File: src/rtl/vga_sync_monitor.sv
// Receive-side VGA timing checker: recovers pixel coordinates, tracks lock and checksums frames.
// Define VGA_PROBE_EN to add the single-pixel colour probe (probe_x, probe_y, probe_color).
module vga_sync_monitor #(
    parameter int H_ACTIVE    = 640,
    parameter int H_SYNC      = 96,
    parameter int H_BP        = 48,
    parameter int H_TOTAL     = 800,
    parameter int V_ACTIVE    = 480,
    parameter int V_SYNC      = 2,
    parameter int V_BP        = 33,
    parameter int V_TOTAL     = 525,
    parameter int LOCK_FRAMES = 2
) (
    input  logic        clk,
    input  logic        reset,
    input  logic        pix_en,
    input  logic        hSync,
    input  logic        vSync,
    input  logic [3:0]  VGA_R,
    input  logic [3:0]  VGA_G,
    input  logic [3:0]  VGA_B,
`ifdef VGA_PROBE_EN
    input  logic [9:0]  probe_x,
    input  logic [8:0]  probe_y,
    output logic [11:0] probe_color,
`endif
    output logic [9:0]  x,
    output logic [8:0]  y,
    output logic        active,
    output logic        frame_start,
    output logic        locked,
    output logic        h_err,
    output logic        v_err,
    output logic [23:0] frame_sum,
    output logic        sum_valid
);

    localparam int          LCW       = $clog2(LOCK_FRAMES + 1);
    localparam logic [9:0]  H_START   = 10'(H_SYNC + H_BP);
    localparam logic [9:0]  H_END     = 10'(H_SYNC + H_BP + H_ACTIVE);
    localparam logic [9:0]  V_START   = 10'(V_SYNC + V_BP);
    localparam logic [9:0]  V_END     = 10'(V_SYNC + V_BP + V_ACTIVE);
    localparam logic [10:0] H_TOTAL_W = 11'(H_TOTAL);
    localparam logic [10:0] V_TOTAL_W = 11'(V_TOTAL);

    typedef enum logic [1:0] {SEARCH, ACQUIRE, LOCKED} state_t;

    state_t          state, state_nxt;
    logic [LCW-1:0]  lock_cnt, lock_cnt_nxt;
    logic [9:0]      hcnt, lcnt, hcnt_nxt, lcnt_nxt;
    logic            hs_prev, vs_prev;
    logic            hs_fall, vs_fall, h_bad, v_bad, err;
    logic            act_nxt;
    logic [9:0]      x_nxt;
    logic [8:0]      y_nxt;
    logic [11:0]     rgb;
    logic [23:0]     acc, acc_sum;

    always_comb begin
        // NOTE: every signal gets a default first so no path leaves it unassigned (no latch).
        rgb      = {VGA_R, VGA_G, VGA_B};
        hs_fall  = hs_prev & ~hSync;
        vs_fall  = vs_prev & ~vSync;
        h_bad    = 1'b0;
        v_bad    = 1'b0;
        hcnt_nxt = hcnt;
        lcnt_nxt = lcnt;

        // Line/frame length checks use the pre-update counters.
        if (hs_fall && state != SEARCH && ({1'b0, hcnt} + 11'd1) != H_TOTAL_W)
            h_bad = 1'b1;
        if (vs_fall && state != SEARCH && ({1'b0, lcnt} + 11'd1) != V_TOTAL_W)
            v_bad = 1'b1;

        if (hs_fall)
            hcnt_nxt = '0;
        else if (hcnt != 10'h3FF)
            hcnt_nxt = hcnt + 10'd1;

        if (vs_fall)
            lcnt_nxt = '0;
        else if (hs_fall && lcnt != 10'h3FF)
            lcnt_nxt = lcnt + 10'd1;

        err     = h_bad | v_bad;
        act_nxt = (hcnt_nxt >= H_START) && (hcnt_nxt < H_END) &&
                  (lcnt_nxt >= V_START) && (lcnt_nxt < V_END);
        x_nxt   = act_nxt ? (hcnt_nxt - H_START) : '0;
        y_nxt   = act_nxt ? 9'(lcnt_nxt - V_START) : '0;
        acc_sum = acc + (act_nxt ? {12'd0, rgb} : 24'd0);
    end

    always_comb begin
        state_nxt    = state;
        lock_cnt_nxt = lock_cnt;
        if (pix_en) begin
            unique case (state)
                SEARCH: begin
                    if (vs_fall) begin
                        state_nxt    = ACQUIRE;
                        lock_cnt_nxt = '0;
                    end
                end
                ACQUIRE: begin
                    if (err) begin
                        state_nxt    = SEARCH;
                        lock_cnt_nxt = '0;
                    end else if (vs_fall) begin
                        lock_cnt_nxt = lock_cnt + LCW'(1);
                        if (lock_cnt + LCW'(1) == LCW'(LOCK_FRAMES))
                            state_nxt = LOCKED;
                    end
                end
                LOCKED: begin
                    if (err) begin
                        state_nxt    = SEARCH;
                        lock_cnt_nxt = '0;
                    end
                end
                default: begin
                    state_nxt    = SEARCH;
                    lock_cnt_nxt = '0;
                end
            endcase
        end
    end

    // Lock drops on the same edge that registers the error pulse.
    assign locked = (state == LOCKED);

    always_ff @(posedge clk or negedge reset) begin
        if (!reset) begin
            state       <= SEARCH;
            lock_cnt    <= '0;
            hcnt        <= '0;
            lcnt        <= '0;
            hs_prev     <= 1'b1;
            vs_prev     <= 1'b1;
            acc         <= '0;
            x           <= '0;
            y           <= '0;
            active      <= 1'b0;
            frame_start <= 1'b0;
            h_err       <= 1'b0;
            v_err       <= 1'b0;
            frame_sum   <= '0;
            sum_valid   <= 1'b0;
        end else begin
            // NOTE: non-blocking assignments for all registered state.
            state       <= state_nxt;
            lock_cnt    <= lock_cnt_nxt;
            frame_start <= 1'b0;
            h_err       <= 1'b0;
            v_err       <= 1'b0;
            sum_valid   <= 1'b0;
            if (pix_en) begin
                hs_prev     <= hSync;
                vs_prev     <= vSync;
                hcnt        <= hcnt_nxt;
                lcnt        <= lcnt_nxt;
                active      <= act_nxt;
                x           <= x_nxt;
                y           <= y_nxt;
                h_err       <= h_bad;
                v_err       <= v_bad;
                frame_start <= vs_fall;
                if (vs_fall) begin
                    frame_sum <= acc_sum;
                    sum_valid <= 1'b1;
                    acc       <= '0;
                end else begin
                    acc <= acc_sum;
                end
            end
        end
    end

`ifdef VGA_PROBE_EN
    always_ff @(posedge clk or negedge reset) begin
        if (!reset)
            probe_color <= '0;
        else if (pix_en && act_nxt && x_nxt == probe_x && y_nxt == probe_y)
            probe_color <= rgb;
    end
`endif

endmodule
File: config.mk
export PLATFORM = sky130hd
export DESIGN_NAME = vga_sync_monitor
export DESIGN_NICKNAME = d
export VERILOG_FILES = /design/src/rtl/vga_sync_monitor.sv
export SDC_FILE = /design/constraint.sdc
export NUM_CORES = 1
export LEC_CHECK = 0
export CAP_MARGIN = 5
export CORE_MARGIN = 2
export CORE_UTILIZATION = 35
export CTS_BUF_LIST = sky130_fd_sc_hd__clkbuf_8
export DETAILED_ROUTE_END_ITERATION = 6
export HOLD_SLACK_MARGIN = 0.1
export RECOVER_POWER = 100
export SLEW_MARGIN = 15
export SYNTH_ARGS = -nofsm -noshare
export SYNTH_HDL_FRONTEND = slang
export SYNTH_SLANG_ARGS = --single-unit
File: constraint.sdc
create_clock -name clk -period 14.77 [get_ports clk]
set_input_delay 1.477 -clock clk [delete_from_list [all_inputs] [get_ports clk]]
set_output_delay 1.477 -clock clk [all_outputs]
set_load 0.03 [all_outputs]
; After elaboration in Yosys (flattened, before gate mapping)
; Index checks and enable logic that the tools add are counted.
[op_classes]
n_eq_ne = 11
mul = 0
n_mux = 25
add_sub_neg = 8
n_bitwise = 5
n_reduce_logical = 13
order_cmp = 4
div_mod_pow = 0
shifts = 0
[op_table]
columns = op, n
row1 = $mux 10, 5
row2 = $add 24x12->24, 1
row3 = $mux 24, 1
row4 = $add 10x1->11 const B, 2
row5 = $ne 11x10->1 const B, 2
row6 = $add 10x1->10 const B, 2
row7 = $lt 10x10->1 const B, 2
row8 = $ne 10x10->1 const B, 2
row9 = $mux 2, 8
row10 = $mux 12, 1
row11 = $pmux 2 s3, 2
row12 = $ge 10x6->1 const B, 1
row13 = $ge 10x8->1 const B, 1
row14 = $sub 10x8->10 const B, 1
row15 = $mux 9, 1
row16 = $sub 9x6->9 const B, 1
row17 = $logic_and 1x1->1, 8
row18 = $mux 1, 7
row19 = $ne 3x3->1 const B, 2
row20 = $reduce_and 5->1, 1
row21 = $eq 2x2->1 const B, 2
row22 = $reduce_and 4->1, 1
row23 = $add 2x1->2 const B, 1
row24 = $and 1x1->1, 2
row25 = other kinds (8), 9
[word_totals]
n_memories = 0
input_bits = 17
output_inout_bits = 49
ff_bits = 98
latch_bits = 0
rom_bits = 0
mem_bits_rw = 0
elab_cells = 81

; Longest topological paths before layout
; Gate-level depths: netlist (run 1).
[logic_depth]
word_depth = 11
mapped_depth = 25
ltp_nobuf = 23

; Worst setup path before layout (run 1)
; Ideal clock, no wire load.
[synth_path]
path_kind = input to register
startpoint = input port vSync
endpoint = register acc[18]
setup_slack_ns = 8.976
arrival_ns = 5.725
setup_ns = 0.069
path_stages = 23
path_buffers = 4
required_ns = 14.701
path_cell_list = nor2b_1 clkbuf_1 clkbuf_1 clkbuf_1 nor2_1 ha_1 inv_1 o31ai_1 nor3_1 nand4b_1 a21oi_4 buf_4 and2_1 ha_1 inv_1 fa_1 nor2b_1 o21a_1 o21ai_0 a211oi_1 nor2_1 or4_1 nand3_1
[synth_via]
elab_chain_len = 9
word_cells_on_any_way = 10
cone_classes = add/sub: 1 / order compare: 2 / mux: 3 / bitwise: 2 / reduce/logical: 2
[synth_lines]
columns = item, line
row1 = start: declaration, 18  ; input logic vSync,
row2 = $not 1->1 (*), 63  ; vs_fall = vs_prev & ~vSync;
row3 = $and 1x1->1 (*), 63
row4 = $mux 10 (*), 80  ; if (vs_fall)
row5 = named net lcnt_nxt[1], 50  ; logic [9:0] hcnt, lcnt, hcnt_nxt, lcnt_nxt;
row6 = $ge 10x6->1, 87  ; (lcnt_nxt >= V_START) && (lcnt_nxt < V_END);
row7 = $logic_and 1x1->1, 86  ; act_nxt = (hcnt_nxt >= H_START) && (hcnt_nxt < H_END) &&
row8 = $logic_and 1x1->1 (*), 87
row9 = $mux 12 (*), 90  ; acc_sum = acc + (act_nxt ? {12'd0, rgb} : 24'd0);
row10 = $add 24x12->24 (*), 90
row11 = $mux 24 (*), 167  ; if (vs_fall) begin
row12 = end signal: assignment, 172  ; acc <= acc_sum;
row13 = end: declaration, 57  ; logic [23:0] acc, acc_sum;
; Mark *: on every way through the listed nets, which the timed path passes. The rest lies on a longest branch.
; A chain may end at the register's enable or synchronous reset.

; Final worst setup path (run 1)
[layout_path]
startpoint = input port hSync
endpoint = register acc[18]
[layout_via]
elab_chain_len = 11
word_cells_on_any_way = 16
cone_classes = add/sub: 1 / order compare: 4 / mux: 5 / bitwise: 2 / reduce/logical: 4
[layout_lines]
columns = item, line
row1 = start: declaration, 17  ; input logic hSync,
row2 = $not 1->1 (*), 62  ; hs_fall = hs_prev & ~hSync;
row3 = $and 1x1->1 (*), 62
row4 = $logic_and 1x1->1 (*), 82  ; else if (hs_fall && lcnt != 10'h3FF)
row5 = $mux 10 (*), 82
row6 = $mux 10 (*), 80
row7 = named net lcnt_nxt[0], 50
row8 = $ge 10x6->1, 87
row9 = $logic_and 1x1->1, 86
row10 = $logic_and 1x1->1 (*), 87
row11 = $mux 12 (*), 90
row12 = $add 24x12->24 (*), 90
row13 = $mux 24 (*), 167
; Marks and branches as above.

==> results by group, run 1 <==
Cells and area
  • Final cell count without fillers: 916
  • Diode count: 0
  • Share of layout cells above drive strength 1: 8.249%
  • Number of fill cells: 1,705
  • Finished Core Util: 40.69%
  • Final #Nets: around 720
  • Area delta synth->final: 15.07%

Place
  • DP Wirelength: 10,610 um
  • RePlAce Congestion: approximately 0.88
  • Worst slack at placement: 7.697 ns
  • Placed cell count: between 900 and 1,000
  • Port bufs: 65

Drt
  • Total number of vias: approximately 5,100
  • # DRC: 0
  • DR WL/cell: 16.57 um
  • Routed WL: 15,170 um
  • Post-route ant nets: 0
  • Drt pass-1 iters: 5
  • Vias per inst: 5.576
  • First DRT Iteration DRCs: 299

Yosys
  • Yosys warning count: 0
  • Post-synth top flop: dfrtp_1
  • Synth top area share: 39.27%
  • Cell area after synthesis: 6053 um2
  • Seq cells post-synth: 97
  • Asr flop ratio synth: 100.0%
  • Synth Area per Inst: 9.313 um2
  • Top cell type by total area after synthesis: dfrtp_1
  • Mapped Nets: slightly below 700
  • Synth top area cells: dfrtp_1 (39%), ha_1 (3.9%), o21ai_0 (3.3%)
  • Post-synthesis sequential area ratio: 40.14%
  • Syn Inst Count: 650
  • Cell variety after synth: 76
  • Post-synth EDFFs: 0

Clocking
  • CTS Buf Count: 9
  • CTS sink cnt: 97
  • Setup Buffers After CTS: 0
  • CTS tree: done
  • Cts hold-fix bufs: 0
  • CTS max path bufs: 2
  • Post_cts resized: 0
  • Clk root buf: clkbuf_8
  • H-tree depth: 3
  • Clock Latency Late Sink: approximately 0.40 ns
  • Worst-path clk slew: 0.10 ns

STA
  • Slew of the pin with the lowest slew margin: around 2.7 ns
  • Final setup TNS: 0 ns
  • RSZ-0062 raised after global routing: no
  • Worst Slack Setup Final: 6.251 ns
  • Fin crit period: 8.519 ns
  • Setup violators final: 0
  • Final Max Slew Viols: 183
  • Endpoints failing hold: 0
  • Clock Skew: 0.01440 ns
  • Slew margin rel.: -77.76%
  • Post-route fraction of the period consumed by the critical path: between 50% and 60%
  • Achievable Freq: 0.1174 GHz

Pwr
  • Max VDD drop: 49.50 uV
  • Leak Pwr: 3.171 nW
  • Cell Pwr Density: 84.59 nW/um2

Critical path
  • R2r worst-path depth: 22
  • Slowest CP cell: a21oi_1
  • Worst stage delay on the critical path: 1.82 ns
  • Type of the worst setup path: in -> reg
  • Cell Chain, Critical Path: dlygate4sd3_1 -> nor2b_1 -> clkbuf_1 -> nand2_1 -> xnor2_1 -> nor2_1 -> ha_1 -> inv_1 -> o31ai_1 -> o31ai_1 -> a21o_1 -> a21oi_1 -> and2_0 -> ha_1 -> inv_1 -> fa_1 -> nor2b_1 -> o21a_1 -> o21ai_0 -> a211oi_1 -> nor2_1 -> or4_1 -> nand3_1
  • Reg-to-Reg Start: hs_prev
  • Worst path required time: about 15 ns
  • CP Capture Type: flip-flop
  • Worst R2R Setup Slack: 7.36 ns
  • Worst path arrival time: around 9 ns
  • Crit path max fanout: 33
  • Reg-to-reg endpoint: acc[18]
  • Critical Path Source Type: input port

Global route
  • Grt ovf: 0
  • Antenna violations before repair: 0
  • Total GRT Usage: 17.32%
  • Vias in the first global route: 5,055
  • Largest net degree at the start of global routing: 51
  • First-pass GRT wire length: 25,250 um

Die
  • Initial Util: 35.37%
  • Die footprint: roughly 18,000 um2
  • Height of the die: 135.5 um
  • # rows: 48
  • Core Region: 17,120 um2
  • I/O Pins: 66
  • DIE WIDTH: approximately 140 um

Min path
  • Hold path depth: 2
  • HP Class: reg -> reg
  • Hold endpoint: frame_sum[12]
  • Min-delay src: frame_sum[12]

Run
  • Maxcap violations: 4

Outcome
  • Failing checks: capacitance limit, slew limit
  • Outcome: finished, violations left
-- stage by stage --
| step | hold slack [ns] | cell area, um2 | total power, mW |
|---|---|---|---|
| 2_1_floorplan | 0.4612 | 6053 | 0.3812 |
| 3_5_place_dp | 0.4696 | 6810 | 0.4242 |
| 3_3_place_gp | 0.4625 | 6810 | 0.4213 |
| 4_1_cts | 0.4916 | 6995 | 0.6016 |
| 5_1_grt | 0.5012 | 6965 | 0.6263 |
| 6_report | 0.4781 | 6965 | 0.5892 |
-- cells by family (layout without fill, tap and decap cells) --
family	count (synthesis)	in the layout	synth area share, %
XOR/XNOR	29	29	4.196
buffers and inverters	74	115	5.374
adder cells (fa/ha/maj)	20	20	4.258
AND/OR/NAND/NOR	216	216	18.46
multiplexers	19	19	3.514
flip-flops	97	97	40.14
AO/OA/AOI/OAI	195	195	24.06
-- cells in the mapped netlist (3+ instances only) --
cell	number
a211o_1	6
a211oi_1	7
a211oi_2	3
a21o_1	13
a21oi_1	21
a22o_1	20
a31o_1	4
a31o_2	7
a31oi_1	14
and2_1	20
and3_1	8
and4_1	4
buf_1	4
buf_2	8
buf_4	6
clkbuf_1	26
dfrtp_1	95
ha_1	19
inv_1	28
mux2_2	17
nand2_1	50
nand2b_1	4
nand3_1	19
nand4_1	13
nor2_1	44
nor2b_1	12
nor3_1	14
nor4_1	5
o211ai_1	8
o21a_1	4
o21ai_0	40
o22ai_1	3
o2bb2ai_1	11
o311ai_0	3
o31ai_1	3
or3_1	9
xnor2_1	14
xor2_1	15
-- flip-flops by register name, indices dropped and copies added (netlist names) --
signal / flops
acc: 24
x: 10
hs_prev: 1
state: 2
lcnt: 10
hcnt: 10
vs_prev: 1
frame_sum: 24
frame_start: 1
v_err: 1
active: 1
h_err: 1
y: 9
lock_cnt: 2
-- layout make-up --
type                            count  area (um2)  share of cell area [%]
Multi-Input combinational cell    479        3287                   47.19
Tap cell                          225       281.5                   4.042
Sequential cell                    97        2430                   34.88
Inverter                           28       105.1                   1.509
Clock buffer                        9       123.9                   1.778
Timing Repair Buffer               72       676.9                   9.718
Clock inverter                      6       61.31                  0.8802
-- placed cells by master (no fill, tap or decap), types with 15 or more instances in the layout --
| cell type | count |
|---|---|
| dlygate4sd3_1 | 50 |
| dfrtp_1 | 95 |
| inv_1 | 30 |
| ha_1 | 19 |
| nand2_1 | 50 |
| nand3_1 | 19 |
| a21oi_1 | 22 |
| nor2_1 | 44 |
| mux2_2 | 17 |
| a22o_1 | 20 |
| and2_1 | 17 |
| xor2_1 | 15 |
| o21ai_0 | 40 |
-- critical path, delay by kind of cell --
kind	cells	cell delay (ns)
compound gates	7	3.27
xor+xnor	1	0.18
fa+ha+maj	3	0.80
buf+inv	4	1.38
simple gates	8	1.73
-- where the power goes --
part | internal, mW | switching [mW]
registers | 0.282 | 0.0206
clock network | 0.0767 | 0.0966
logic | 0.0438 | 0.0695
-- routing by layer --
layer	wire, um	vias to the layer above	track usage, %
li1	-	2471	-
met1	6939	2469	21.97
met2	7088	133	28.62
met3	742	35	4.078
met4	403	0	6.829
met5	0	-	0
-- worst max-delay path by stage --
stage,startpoint,endpoint,cells after the start
5_1_grt,hSync,frame_sum[18],23
6_report,hSync,acc[18],23
3_3_place_gp,hSync,frame_sum[18],23
3_5_place_dp,hSync,acc[18],23
2_1_floorplan,vSync,acc[18],23
4_1_cts,hSync,acc[18],23
Power figures use the tool's default switching activity.
==> run 2, diff against run 1 <==
==> constraint.sdc (replaced) <==
create_clock -name clk -period 7.5 [get_ports clk]
set_input_delay 0.75 -clock clk [delete_from_list [all_inputs] [get_ports clk]]
set_output_delay 0.75 -clock clk [all_outputs]
set_load 0.03 [all_outputs]
==> results by group, run 2 (synthesis results as in run 1) <==
Outcome
  • Outcome: finished, violations left
  • Failing checks: capacitance limit, slew limit

Drt
  • Vias per inst: 5.607
  • Total number of vias: 5,136
  • # DRC: 0
  • First DRT Iteration DRCs: roughly 410
  • Drt pass-1 iters: 5
  • Routed WL: ~15,000 um
  • DR WL/cell: 16.74 um
  • Post-route ant nets: 0

Critical path
  • Reg-to-reg endpoint: acc[18]
  • CP top delay family: simple AND/OR/NAND/NOR gates
  • Cell Chain, Critical Path: ha_1 -> and2_0 -> nand3_1 -> nand2_1 -> mux2i_1 -> nor2_1 -> ha_1 -> inv_1 -> o31ai_1 -> nor3_1 -> nand4b_1 -> a21oi_4 -> buf_4 -> and2_0 -> ha_1 -> inv_1 -> fa_1 -> nor2b_1 -> o21a_1 -> o21ai_0 -> a211oi_1 -> nor2_1 -> or4_1 -> nand3_1
  • Worst path depth: 24
  • Worst setup startpoint: lcnt[1]
  • Worst path required time: 7.83 ns
  • Worst R2R Setup Slack: around 1.3 ns
  • R2r worst-path depth: 24
  • Worst path most repeated cell: ha_1
  • Slowest CP cell: a211oi_1
  • CP endpoint: acc[18]
  • WP buf/inv: 3
  • Crit path max fanout: 18
  • Critical Path Source Type: flip-flop
  • Reg-to-Reg Start: lcnt[1]
  • Type of the worst setup path: reg -> reg
  • Worst path arrival time: 6.50 ns
  • Worst stage delay on the critical path: 0.52 ns
  • CP Capture Type: flip-flop

STA
  • Post-route fraction of the period consumed by the critical path: 82.35%
  • RSZ-0062 raised after global routing: no
  • Clock Skew: 0.01567 ns
  • Fin crit period: ~6.2 ns
  • Final Max Slew Viols: 199
  • Setup violators final: 0
  • Endpoints failing hold: 0
  • Slew of the pin with the lowest slew margin: 3.478 ns
  • Final setup TNS: 0 ns
  • Achievable Freq: 0.1619 GHz
  • Slew margin rel.: -131.8%

Place
  • Placed cell count: 901
  • Port bufs: 65
  • DP Area: about 6800 um2
  • DP Wirelength: 10,570 um
  • RePlAce Congestion: 0.8844

Run
  • Maxcap violations: 4

Cells and area
  • Area delta synth->final: 15.07%
  • Share of layout cells above drive strength 1: about 8.7%
  • Area occupied by multi-input gates: ~3300 um2
  • Most frequent cells in the layout: dfrtp_1 (95), nand2_1 (50), dlygate4sd3_1 (49), nor2_1 (44), o21ai_0 (40)
  • Final Instance Area: 6965 um2
  • Diode count: 0
  • Register area: ~2400 um2
  • Largest regs: acc: 24 flops, frame_sum: 24 flops
  • Final cell count without fillers: 916
  • Number of fill cells: approximately 1,700
  • Most common cell after layout, fill and taps aside: dfrtp_1
  • Final #Nets: 724

Die
  • Initial Util: 35.37%
  • Core Region: approximately 17,000 um2
  • I/O Pins: 66
  • DIE WIDTH: 135.5 um
  • Height of the die: 135.5 um
  • Die footprint: about 18,000 um2
  • # rows: 48

Pwr
  • Clock Power Share: between 20 and 30%
  • Net Sw Frac: about a third
  • Cell Pwr Density: 164.4 nW/um2
  • Leak Pwr: 3.166 nW
  • Net switching power: 375.0 uW
  • P_int: 769.9 uW
  • Sequential fraction of design power: 52.1%
  • Total Power: 1.145 mW
  • Max VDD drop: roughly 86 uV
  • Logic pwr share: about a fifth

Clocking
  • CTS max path bufs: 2
  • Post_cts resized: 0
  • Clk root buf: clkbuf_8
  • CTS sink cnt: 97
  • H-tree depth: 3
  • CTS Buf Count: 9
  • Cts hold-fix bufs: 0
  • Clock Latency Late Sink: 0.39 ns
  • CTS tree: done
  • Setup Buffers After CTS: 0
  • Worst-path clk slew: 0.10 ns

Global route
  • Grt ovf: 0
  • Largest net degree at the start of global routing: 67
  • First-pass GRT wire length: 25,800 um
  • Antenna violations before repair: 0
  • Vias in the first global route: 5,165
  • Total GRT Usage: roughly 18%

Min path
  • HP Class: reg -> reg
  • Hold path depth: 2
[run 2: cell types whose count changed in the layout (fill, tap and decap cells not counted)]
| cell | previous run | this run |
|---|---|---|
| a21oi_4 | 0 | 1 |
| clkbuf_1 | 5 | 4 |
| clkbuf_8 | 9 | 10 |
| and2_0 | 3 | 4 |
| clkdlybuf4s50_1 | 13 | 14 |
| buf_4 | 3 | 4 |
| a21oi_1 | 22 | 21 |
| dlygate4sd3_1 | 50 | 49 |
| bufinv_16 | 1 | 0 |
| inv_1 | 30 | 29 |
| and2_1 | 17 | 16 |
| clkinv_2 | 0 | 1 |
[run 2: worst min path at each step]
stage,from,endpoint,slack [ns]
after global routing,frame_sum[11],frame_sum[11],0.51
after floorplan,reset,acc[0],0.45
final,frame_sum[4],frame_sum[4],0.48
after CTS,reset,frame_sum[2],0.28
after detailed placement,frame_sum[4],frame_sum[4],0.47
after global placement,frame_sum[0],frame_sum[0],0.46
[run 2: metrics by stage]
step                util [%]  hold slack [ns]  worst slack [ns]
floorplan                  -           0.4544             2.433
global placement       39.79           0.4613             1.440
detailed placement     39.79           0.4699             1.307
CTS                    40.78           0.2835             1.465
global route           40.69           0.5058            0.6547
finish                 40.69           0.4804             1.324
[run 2: worst reg2reg max path, cell delays in order, from the launching register on]
cell	delay, ns
dfrtp_1	0.48
ha_1	0.35
and2_0	0.43
nand3_1	0.23
nand2_1	0.18
mux2i_1	0.21
nor2_1	0.08
ha_1	0.21
inv_1	0.05
o31ai_1	0.11
nor3_1	0.27
nand4b_1	0.20
a21oi_4	0.46
buf_4	0.31
and2_0	0.17
ha_1	0.17
inv_1	0.06
fa_1	0.40
nor2b_1	0.12
o21a_1	0.14
o21ai_0	0.22
a211oi_1	0.52
nor2_1	0.22
or4_1	0.43
nand3_1	0.10
[run 2: cell type report]
cell class / instances / share of cell area [%]
clock buffer: 10 / 1.976
clock inverter: 5 / 0.4670
inverter: 28 / 1.509
multi-input combinational: 479 / 47.35
sequential: 97 / 34.88
tap: 225 / 4.042
timing repair buffer: 72 / 9.772
[run 2: metal layers]
layer	vias up	global-route usage, %	wire (um)
met5	-	0	0
met4	0	5.845	242
met2	121	29.44	7314
li1	2460	-	-
met3	21	3.479	681
met1	2534	22.96	7097
[run 2: power groups by stage]
stage,clock [mW],sequential (mW),combinational (mW)
2_1_floorplan,0,0.607,0.143
3_3_place_gp,0,0.605,0.224
3_5_place_dp,0,0.606,0.230
4_1_cts,0.335,0.596,0.231
5_1_grt,0.352,0.602,0.250
6_report,0.324,0.596,0.225
==> run 3, diff against run 2 <==
==> constraint.sdc (replaced) <==
create_clock -name clk -period 5.17 [get_ports clk]
set_input_delay 0.517 -clock clk [delete_from_list [all_inputs] [get_ports clk]]
set_output_delay 0.517 -clock clk [all_outputs]
set_load 0.03 [all_outputs]
==> results by group, run 3 (synthesis results as in run 1) <==
Outcome
  • Outcome: finished, violations left
  • Failing checks: capacitance limit, slew limit

Critical path
  • Worst setup startpoint: hcnt[1]
  • Reg-to-Reg Start: hcnt[1]
  • CP top delay family: compound AO/OA/AOI/OAI gates
  • Worst R2R Setup Slack: 0.24 ns
  • Worst stage delay on the critical path: 0.46 ns
  • Worst path most repeated cell: ha_1
  • WP buf/inv: 2
  • Cell Chain, Critical Path: ha_1 -> nand4_2 -> or3_1 -> a31o_2 -> ha_1 -> nand4_1 -> a211oi_1 -> o41ai_2 -> a21oi_4 -> buf_4 -> and2_1 -> ha_1 -> nor2b_1 -> o21a_1 -> o21ai_0 -> buf_4 -> a211oi_1 -> o21a_1 -> or3_1 -> a31o_2
  • Type of the worst setup path: reg -> reg
  • Critical Path Source Type: flip-flop
  • Worst path arrival time: 5.21 ns
  • Crit path max fanout: 12
  • Slowest CP cell: or3_1
  • Worst path required time: 5.45 ns
  • CP Capture Type: flip-flop

Global route
  • First-pass GRT wire length: 25,560 um
  • Antenna violations before repair: 0
  • Vias in the first global route: 4,987
  • Grt ovf: 0
  • Total GRT Usage: 17.63%
  • Largest net degree at the start of global routing: 51

Drt
  • Drt pass-1 iters: 4
  • First DRT Iteration DRCs: ~320
  • Vias per inst: 5.437
  • Routed WL: 15,530 um
  • Total number of vias: just over 5,000
  • DR WL/cell: 16.52 um
  • Post-route ant nets: 0
  • # DRC: 0

Cells and area
  • Diode count: 0
  • Most frequent cells in the layout: dfrtp_1 (94), dlygate4sd3_1 (51), nand2_1 (50), nor2_1 (44), o21ai_0 (37)
  • Finished Core Util: approximately two fifths
  • Largest regs: acc: 24 flops, frame_sum: 24 flops
  • Number of fill cells: 1,721
  • Most common cell after layout, fill and taps aside: dfrtp_1
  • Area delta synth->final: 17.90%
  • Final #Nets: 747
  • Share of layout cells above drive strength 1: 11.75%

STA
  • Post-route fraction of the period consumed by the critical path: 95.29%
  • Final Max Slew Viols: 49
  • Final setup TNS: 0 ns
  • Clock Skew: about 0.012 ns
  • Slew margin rel.: -70.15%
  • Endpoints failing hold: 0
  • Slew of the pin with the lowest slew margin: ~2.6 ns
  • Fin crit period: 4.927 ns
  • RSZ-0062 raised after global routing: no
  • Setup violators final: 0
  • Achievable Freq: 0.2030 GHz

Place
  • DP Wirelength: 10,960 um
  • RePlAce Congestion: slightly above 0.9
  • Port bufs: 65

Die
  • Initial Util: 35.37%
  • # rows: 48
  • Die footprint: 18,360 um2
  • I/O Pins: 66
  • Height of the die: about 140 um
  • DIE WIDTH: 135.5 um
  • Core Region: 17,120 um2

Clocking
  • CTS sink cnt: between 90 and 100
  • CTS Buf Count: 9
  • Worst-path clk slew: 0.10 ns
  • Clk root buf: clkbuf_8
  • H-tree depth: 3
  • CTS tree: done
  • Clock Latency Late Sink: between 0.3 and 0.4 ns
  • CTS max path bufs: 2
  • Setup Buffers After CTS: 0

Min path
  • HP Class: reg -> reg
  • Min-delay src: frame_sum[4]

Run
  • Maxcap violations: 1

Pwr
  • Cell Pwr Density: around 230 nW/um2
  • Max VDD drop: 129.5 uV
  • Leak Pwr: around 3.3 nW
-- run 3: changes by cell type in the layout (fill, tap and decap cells not counted), moves of 2 or more --
cell / previous run / this run
o21ai_0: 40 / 37
clkdlybuf4s50_1: 14 / 12
clkbuf_1: 4 / 8
buf_4: 4 / 21
dlygate4sd3_1: 49 / 51
o21ai_1: 0 / 3
-- run 3: layout make-up --
class	count	area [um2]	share of cell area (%)
tap	225	281.5	3.945
clock buffer	10	137.6	1.928
timing repair buffer	95	835.8	11.71
sequential	97	2431	34.06
clock inverter	6	42.54	0.5961
inverter	28	105.1	1.473
multi-input combinational	479	3303	46.28
-- run 3: layer usage --
layer  GRT usage [%]  routed length (um)  vias to the layer above
met1           22.90                7149                     2478
met5               0                   0                        -
met3           3.891                 581                       15
met4           3.935                 194                        0
met2           30.15                7603                      105
li1                -                   -                     2513
-- run 3: worst reg2reg max path, stage by stage, from the launching register on --
cell and delay (ns):
dfrtp_1 0.44, ha_1 0.34, nand4_2 0.22, or3_1 0.46, a31o_2 0.25, ha_1 0.18, nand4_1 0.07, a211oi_1 0.06
o41ai_2 0.44, a21oi_4 0.07, buf_4 0.19, and2_1 0.17, ha_1 0.31, nor2b_1 0.14, o21a_1 0.18, o21ai_0 0.26
buf_4 0.19, a211oi_1 0.07, o21a_1 0.20, or3_1 0.34, a31o_2 0.26
-- run 3: what timing repair did --
item	in CTS	in global routing
setup endpoints to repair	0	25
hold buffers	0	0
resized for setup	0	7
-- run 3: per-stage QoR --
stage / total power, mW / hold slack [ns] / setup WS [ns] / instances / cell area [um2]
2_1_floorplan: 1.089 / 0.2214 / 0.3140 / 650 / 6053
3_3_place_gp: 1.212 / 0.4603 / 0.05138 / 924 / 6983
3_5_place_dp: 1.220 / 0.4727 / 0.04325 / 924 / 6983
4_1_cts: 1.708 / 0.1399 / 0.1434 / 940 / 7163
5_1_grt: 1.773 / 0.5220 / 0.001089 / 940 / 7137
6_report: 1.672 / 0.4843 / 0.2435 / 940 / 7137
-- run 3: final timing paths --
kind                                       to  depth (start not counted)
max in group asynchronous             lcnt[9]                          2
worst max-delay path            frame_sum[10]                         20
worst min register to register   frame_sum[4]                          2
worst min-delay path             frame_sum[4]                          2
min in group asynchronous        frame_sum[4]                          1
worst max register to register  frame_sum[10]                         20
-- run 3: report_power, final --
group	switching, mW	total [mW]	internal (mW)
clock network	0.288	0.477	0.189
registers	0.0483	0.854	0.805
logic	0.207	0.342	0.135
